$ cat config.mk
export PLATFORM = sky130hd
export DESIGN_NAME = pipeline_hazard_controller
export DESIGN_NICKNAME = d
export VERILOG_FILES = /design/src/rtl/pipeline_hazard_controller.sv
export SDC_FILE = /design/constraint.sdc
export NUM_CORES = 1
export LEC_CHECK = 0
export ABC_AREA = 1
export CELL_PAD_IN_SITES_DETAIL_PLACEMENT = 2
export CELL_PAD_IN_SITES_GLOBAL_PLACEMENT = 2
export CORE_MARGIN = 1
export CORE_UTILIZATION = 13
export CTS_CLUSTER_DIAMETER = 100
export DETAILED_ROUTE_END_ITERATION = 7
export HOLD_SLACK_MARGIN = 0.06
export PLACE_DENSITY_LB_ADDON = 0.2
export SYNTH_ARGS = -nofsm -noshare
export SYNTH_HDL_FRONTEND = slang
export SYNTH_SLANG_ARGS = --single-unit
$ cat constraint.sdc
create_clock -name clk -period 3.03 [get_ports clk]
set_input_delay 0.606 -clock clk [delete_from_list [all_inputs] [get_ports clk]]
set_output_delay 0.606 -clock clk [all_outputs]
set_load 0.05 [all_outputs]
$ cat src/rtl/pipeline_hazard_controller.sv
// Pipeline register sequencer: load-use stall, EX branch flush and data-memory wait freeze with timeout.
// Optional PIPE_PERF_CNT_EN adds stall/flush event counters.
module pipeline_hazard_controller #(
  parameter int unsigned MEM_TIMEOUT = 255,
  parameter int unsigned TO_W        = 8
) (
  input  logic        clk,
  input  logic        reset,
  input  logic [31:0] instruction_IFID_in,
  input  logic [31:0] instruction_IDEX_in,
  input  logic        MemRead_IDEX_in,
  input  logic        branch_taken_EX,
  input  logic        dmem_req,
  input  logic        dmem_ack,
  output logic        pc_en,
  output logic        ifid_en,
  output logic        ifid_flush,
  output logic        idex_en,
  output logic        idex_flush,
  output logic        exmem_en,
  output logic        memwb_bubble,
  output logic        mem_timeout_err
`ifdef PIPE_PERF_CNT_EN
  ,
  output logic [31:0] stall_cycles,
  output logic [31:0] flush_events
`endif
);

  typedef enum logic {RUN = 1'b0, MEM_WAIT = 1'b1} state_t;

  state_t          state, state_nxt;
  logic [TO_W-1:0] cnt, cnt_nxt;
  logic            err_nxt;

  logic [4:0] rd_ex, rs1_id, rs2_id;
  logic       lu;
  logic       mem_done;

  assign rd_ex  = instruction_IDEX_in[11:7];
  assign rs1_id = instruction_IFID_in[19:15];
  assign rs2_id = instruction_IFID_in[24:20];

  // rs2 compared regardless of format; an occasional spurious stall is harmless
  assign lu = MemRead_IDEX_in && (rd_ex != 5'd0) && ((rd_ex == rs1_id) || (rd_ex == rs2_id));
  assign mem_done = dmem_req && dmem_ack;

  logic unused_bits;
  assign unused_bits = ^{instruction_IFID_in[31:25], instruction_IFID_in[14:0],
                         instruction_IDEX_in[31:12], instruction_IDEX_in[6:0]};

  always_ff @(posedge clk) begin
    if (reset) begin
      state           <= RUN;
      cnt             <= '0;
      mem_timeout_err <= 1'b0;
    end else begin
      state           <= state_nxt;
      cnt             <= cnt_nxt;
      mem_timeout_err <= err_nxt;
    end
  end

  // Next state and pipeline controls; reset forces the free-running defaults
  always_comb begin
    state_nxt    = state;
    cnt_nxt      = cnt;
    err_nxt      = mem_timeout_err;
    pc_en        = 1'b1;
    ifid_en      = 1'b1;
    ifid_flush   = 1'b0;
    idex_en      = 1'b1;
    idex_flush   = 1'b0;
    exmem_en     = 1'b1;
    memwb_bubble = 1'b0;
    if (!reset) begin
      case (state)
        RUN: begin
          if (dmem_req && !dmem_ack) begin
            pc_en        = 1'b0;
            ifid_en      = 1'b0;
            idex_en      = 1'b0;
            exmem_en     = 1'b0;
            memwb_bubble = 1'b1;
            cnt_nxt      = TO_W'(1);
            state_nxt    = MEM_WAIT;
          end else if (branch_taken_EX) begin
            ifid_flush = 1'b1;
            idex_flush = 1'b1;
          end else if (lu) begin
            pc_en      = 1'b0;
            ifid_en    = 1'b0;
            idex_flush = 1'b1;
          end
        end
        MEM_WAIT: begin
          if (mem_done) begin
            cnt_nxt   = '0;
            state_nxt = RUN;
          end else if (cnt == TO_W'(MEM_TIMEOUT)) begin
            // abandoned access: pipeline moves on but the MEM/WB write is suppressed
            memwb_bubble = 1'b1;
            err_nxt      = 1'b1;
            cnt_nxt      = '0;
            state_nxt    = RUN;
          end else begin
            pc_en        = 1'b0;
            ifid_en      = 1'b0;
            idex_en      = 1'b0;
            exmem_en     = 1'b0;
            memwb_bubble = 1'b1;
            cnt_nxt      = cnt + TO_W'(1);
          end
        end
        default: state_nxt = RUN;
      endcase
    end
  end

`ifdef PIPE_PERF_CNT_EN
  always_ff @(posedge clk) begin
    if (reset) begin
      stall_cycles <= '0;
      flush_events <= '0;
    end else begin
      if (!pc_en)     stall_cycles <= stall_cycles + 32'd1;
      if (ifid_flush) flush_events <= flush_events + 32'd1;
    end
  end
`endif

endmodule

; ---- Yosys cells after proc, flatten, opt, wreduce, memory -nomap -nowiden
; Index checks and enable logic that the tools add are counted.
[op_classes]
add_sub_neg = 1
eq_ne = 4
mux = 30
bitwise_logic = 2
n_reduce_logical = 8
[ops]
columns = cell, count
row1 = $mux 8, 3
row2 = $mux 1, 22
row3 = $pmux 8 s2, 1
row4 = $eq 5x5->1, 2
row5 = $add 8x1->8 const B, 1
row6 = $eq 8x8->1 const B, 1
row7 = $pmux 1 s2, 4
row8 = $reduce_bool 5->1, 1
row9 = $logic_and 1x1->1, 4
row10 = $reduce_and 3->1, 1
row11 = $ne 2x2->1 const B, 1
row12 = $not 1->1, 2
row13 = $logic_not 1->1, 1
row14 = $logic_or 1x1->1, 1
[word_totals]
ff_bits = 10
inputBits = 70
output_inout_bits = 8
elab_cells = 48

; ---- Logic depth before layout (Yosys ltp)
[logic_depth]
ltp_word = 8
mapped_depth = 10

; ---- Worst setup path before layout
; OpenSTA, ideal clock, no wires.
[synth_path]
path_kind = input to output
start = input instruction_IDEX_in[8]
end = output pc_en
arrival_time_ns = 1.676
required_ns = 2.424
path_slack_ns = 0.748
path_stages = 8
path_buffers = 1
cell_sequence = inv_1 > nand4_1 > o21ai_0 > inv_1 > nand2_1 > nand2_1 > nand2_1 > buf_4
[synth_between]
elab_chain_len = 8
word_cells_on_any_way = 11
cone_classes = 2 x eq/ne / 5 x mux / 4 x reduce/logical
[synth_rtl]
columns = item, line_no
row1 = start: declaration, 10  ; input logic [31:0] instruction_IDEX_in,
row2 = $eq 5x5->1 / $reduce_bool 5->1 (equally long branches), 45  ; assign lu = MemRead_IDEX_in && (rd_ex != 5'd0) && ((rd_ex == rs1_id) || (rd_ex == rs2_id));
row3 = $logic_or 1x1->1 / $logic_and 1x1->1 (equally long branches), 45
row4 = $logic_and 1x1->1 (*), 45
row5 = $mux 1 (*) (3 in a row), --
row6 = $pmux 1 s2 (*), --
row7 = $mux 1 (*), --
row8 = end: declaration, 15  ; output logic pc_en,
; Every way passes the cells marked *; elsewhere a longest branch is shown, timed or not.

; ---- Final worst setup path
[layout_path]
start = input instruction_IDEX_in[7]
end = output ifid_en
[layout_between]
elab_chain_len = 8
word_cells_on_any_way = 11
cone_classes = 2 x eq/ne / 5 x mux / 4 x reduce/logical
[layout_rtl]
columns = item, line_no
row1 = $eq 5x5->1 / $reduce_bool 5->1 (equally long branches), 45
row2 = $logic_or 1x1->1 / $logic_and 1x1->1 (equally long branches), 45
row3 = $logic_and 1x1->1 (*), 45
row4 = $mux 1 (*), 90  ; end else if (lu) begin
row5 = $mux 1 (*), 87  ; end else if (branch_taken_EX) begin
row6 = $mux 1 (*), 79  ; if (dmem_req && !dmem_ack) begin
row7 = $pmux 1 s2 (*), 77  ; case (state)
row8 = $mux 1 (*), 76  ; if (!reset) begin
row9 = end: declaration, 16  ; output logic ifid_en,
; Marks and branches as above.

==> reports/results.ini <==
[die]
start_util = 0.1370
die_w_um = 78.88
io_pins = 78
dieHeight_um = 78.88
die-area_um2 = 6221
rows = 27
fp.coreArea_um2 = 5608

[placement]
port_buffers = 28
dpl.cell_count = 227
dp_hpwl_um = 2172
gp_congestion = 0.6896
place_area_um2 = 1156

[routing]
dr.first_iter.drc_count = 14
wl_um = 2500
dr.pass1.iters = 2
routedWlPerCell_um = 10.82
drc_errors = 0
detail-route-antenna-nets = 0
routed-via-count = 897
viasPerCell = 3.883

[clock_tree]
cts_resized = 0
cts_setup_buffers = 0
clk_latency_ns = 0.24
cts_sinks = 10
root_buffer = clkbuf_8
cts_tree = built
htreeDepth = 1
clk_pin_slew_ns = 0.05
cts_buffers = 3
hold_buffers = 0
cts_max_path_buffers = 2

[global_routing]
grt_pass1_vias = 1003
grt_max_degree = 7
grtUsageTotal = 0.08721
grt_antenna_before_repair = 0
grt_pass1_wl_um = 4305
grt-ovfl-total = 0

[logic_synthesis]
ys_async_sr_fraction = 0
synth_top_area_frac = 0.2606
yosys-top-cells-count = 42 x nand2_1, 27 x inv_1, 10 x dfxtp_1, 10 x nor2_1, 7 x nand3_1
yosys_warnings = 0
synth.avg_cell_area_um2 = 5.955
synth_edf_count = 0
synth_cell_types = 21
netlist_area_um2 = 768.2
ys_seq_elements = 10
post-synth-top-count-cell = nand2_1
ys.flop_type = dfxtp_1
synth_area_leaders = dfxtp_1 26%, nand2_1 21%, inv_1 13%, nor2_1 4.9%, nand3_1 4.6%
yosys.area.top_type = dfxtp_1
syn-instance-count = 129
ys_seq_area_frac = 0.2606
synth_nets = 200

[pwr]
peakVddDrop_uv = 119.6
powerDensity_nw_per_um2 = 387.8
p_leak_nw = 0.5899

[critical_path]
startpoint = instruction_IDEX_in[7]
r2r-start = cnt[0]$_SDFFE_PP0P_
worst-r2r-setup-slack_ns = 1.58
cp-end-kind = output pin
critPathRequiredTime_ns = 2.42
path_class = in2out
ff2ff_path_depth = 8
crit_path_start_kind = input pin
critPathMaxFanout = 4
cp.arrival_ns = 2.06

[layout]
fin_area_um2 = 1211
nNetsFinal = 231
multi_input_area_um2 = 451.7
n_antenna_cell = 0
area_growth_pct = 57.65
final_layout_size_suffix_gt1_frac = 0.1321
fin_cells = 231
nFillCells = 688
register_area_um2 = 200.2

[sta]
finalHoldViolCount = 0
fmax_mhz = 375.5
setup_viol = 0
fin_skew_ns = 0.0009635
min_period_over_period = 0.8790
rsz0062_at_grt = no
tns_ns = 0
relSlewSlack = 0.6673
fin_crit_ns = 2.663
drv_slew = 0
worst_pin_slew_ns = 0.4975

[run]
drv_cap = 0

[hold_path]
hold_path.startpoint = mem_timeout_err$_SDFFE_PP0P_
holdPathStages = 2
hold_path.class = reg2reg

[run_status]
outcome = finished clean

[through the flow]
step	worst slack (ns)	power, mW	hold WS, ns	utilization
floorplan	0.7478	0.2297	0.4611	-
global placement	0.3736	0.2981	0.4583	0.2062
detailed placement	0.3203	0.3040	0.4572	0.2062
CTS	0.3101	0.4760	0.4836	0.2160
global route	0.1905	0.4952	0.5212	0.2160
finish	0.3667	0.4697	0.4781	0.2160
[layer usage]
layer  share of wire  global-route usage  wire length (um)  vias up
met3           0.036             0.01379                89        2
li1                -                   -                 -      451
met4          0.0044             0.02182                11        0
met5               0                   0                 0        -
met1            0.40             0.08978               989      427
met2            0.56              0.1791              1410       17
[flip-flops by register name (all words and copies together), names as in the netlist]
signal	flops
state	1
mem_timeout_err	1
cnt	8
[where the power goes]
part | internal, mW | total (mW) | switching, mW | leakage (nW)
clock | 0.115 | 0.172 | 0.0569 | 0.0288
combinational | 0.0680 | 0.154 | 0.0857 | 0.480
sequential | 0.137 | 0.144 | 0.00700 | 0.0812
[path summary, 6_finish.rpt]
check | endpoint
max reg2reg | cnt[3]$_SDFFE_PP0P_
min reg2reg | mem_timeout_err$_SDFFE_PP0P_
max | ifid_en
min | mem_timeout_err$_SDFFE_PP0P_
[cell families (layout without fill, tap and decap cells)]
| logic type | after synthesis | in the layout | share of synthesized area |
|---|---|---|---|
| XOR/XNOR | 5 | 5 | 0.05701 |
| flip-flops | 10 | 10 | 0.2606 |
| buffers and inverters | 29 | 59 | 0.1515 |
| AO/OA/AOI/OAI | 14 | 14 | 0.1042 |
| adder cells (fa/ha/maj) | 1 | 1 | 0.01628 |
| AND/OR/NAND/NOR | 70 | 70 | 0.4104 |
[layout by cell type, fill, tap and decap left out]
master,n
buf_4,3
o21ai_2,1
clkbuf_8,4
a21oi_1,3
dfxtp_1,10
or2_2,1
nand2_1,42
o21bai_1,1
a22o_1,1
nor2_2,2
o21ai_0,6
nand2_2,2
nand4_1,2
inv_1,27
o21ai_1,2
clkdlybuf4s50_1,21
nor2_4,1
nand3_2,3
xnor2_1,3
ha_1,1
buf_12,4
xor2_1,2
nor2_1,10
nand3_1,7
[critical path, stage by stage]
cell,delay (ns)
clkdlybuf4s50_1,0.53
inv_1,0.09
nand2_1,0.06
nand2_1,0.05
nor2_1,0.10
nand3_1,0.08
nand2_1,0.10
nand2_1,0.06
nand2_1,0.06
nand2_1,0.14
buf_12,0.19
[cell type report]
cell class,instances,share of cell area
Tap cell,72,0.07438
Inverter,27,0.08368
Multi-Input combinational cell,90,0.3729
Timing Repair Buffer,28,0.2583
Clock buffer,4,0.04545
Sequential cell,10,0.1653
Power figures use the tool's default switching activity.
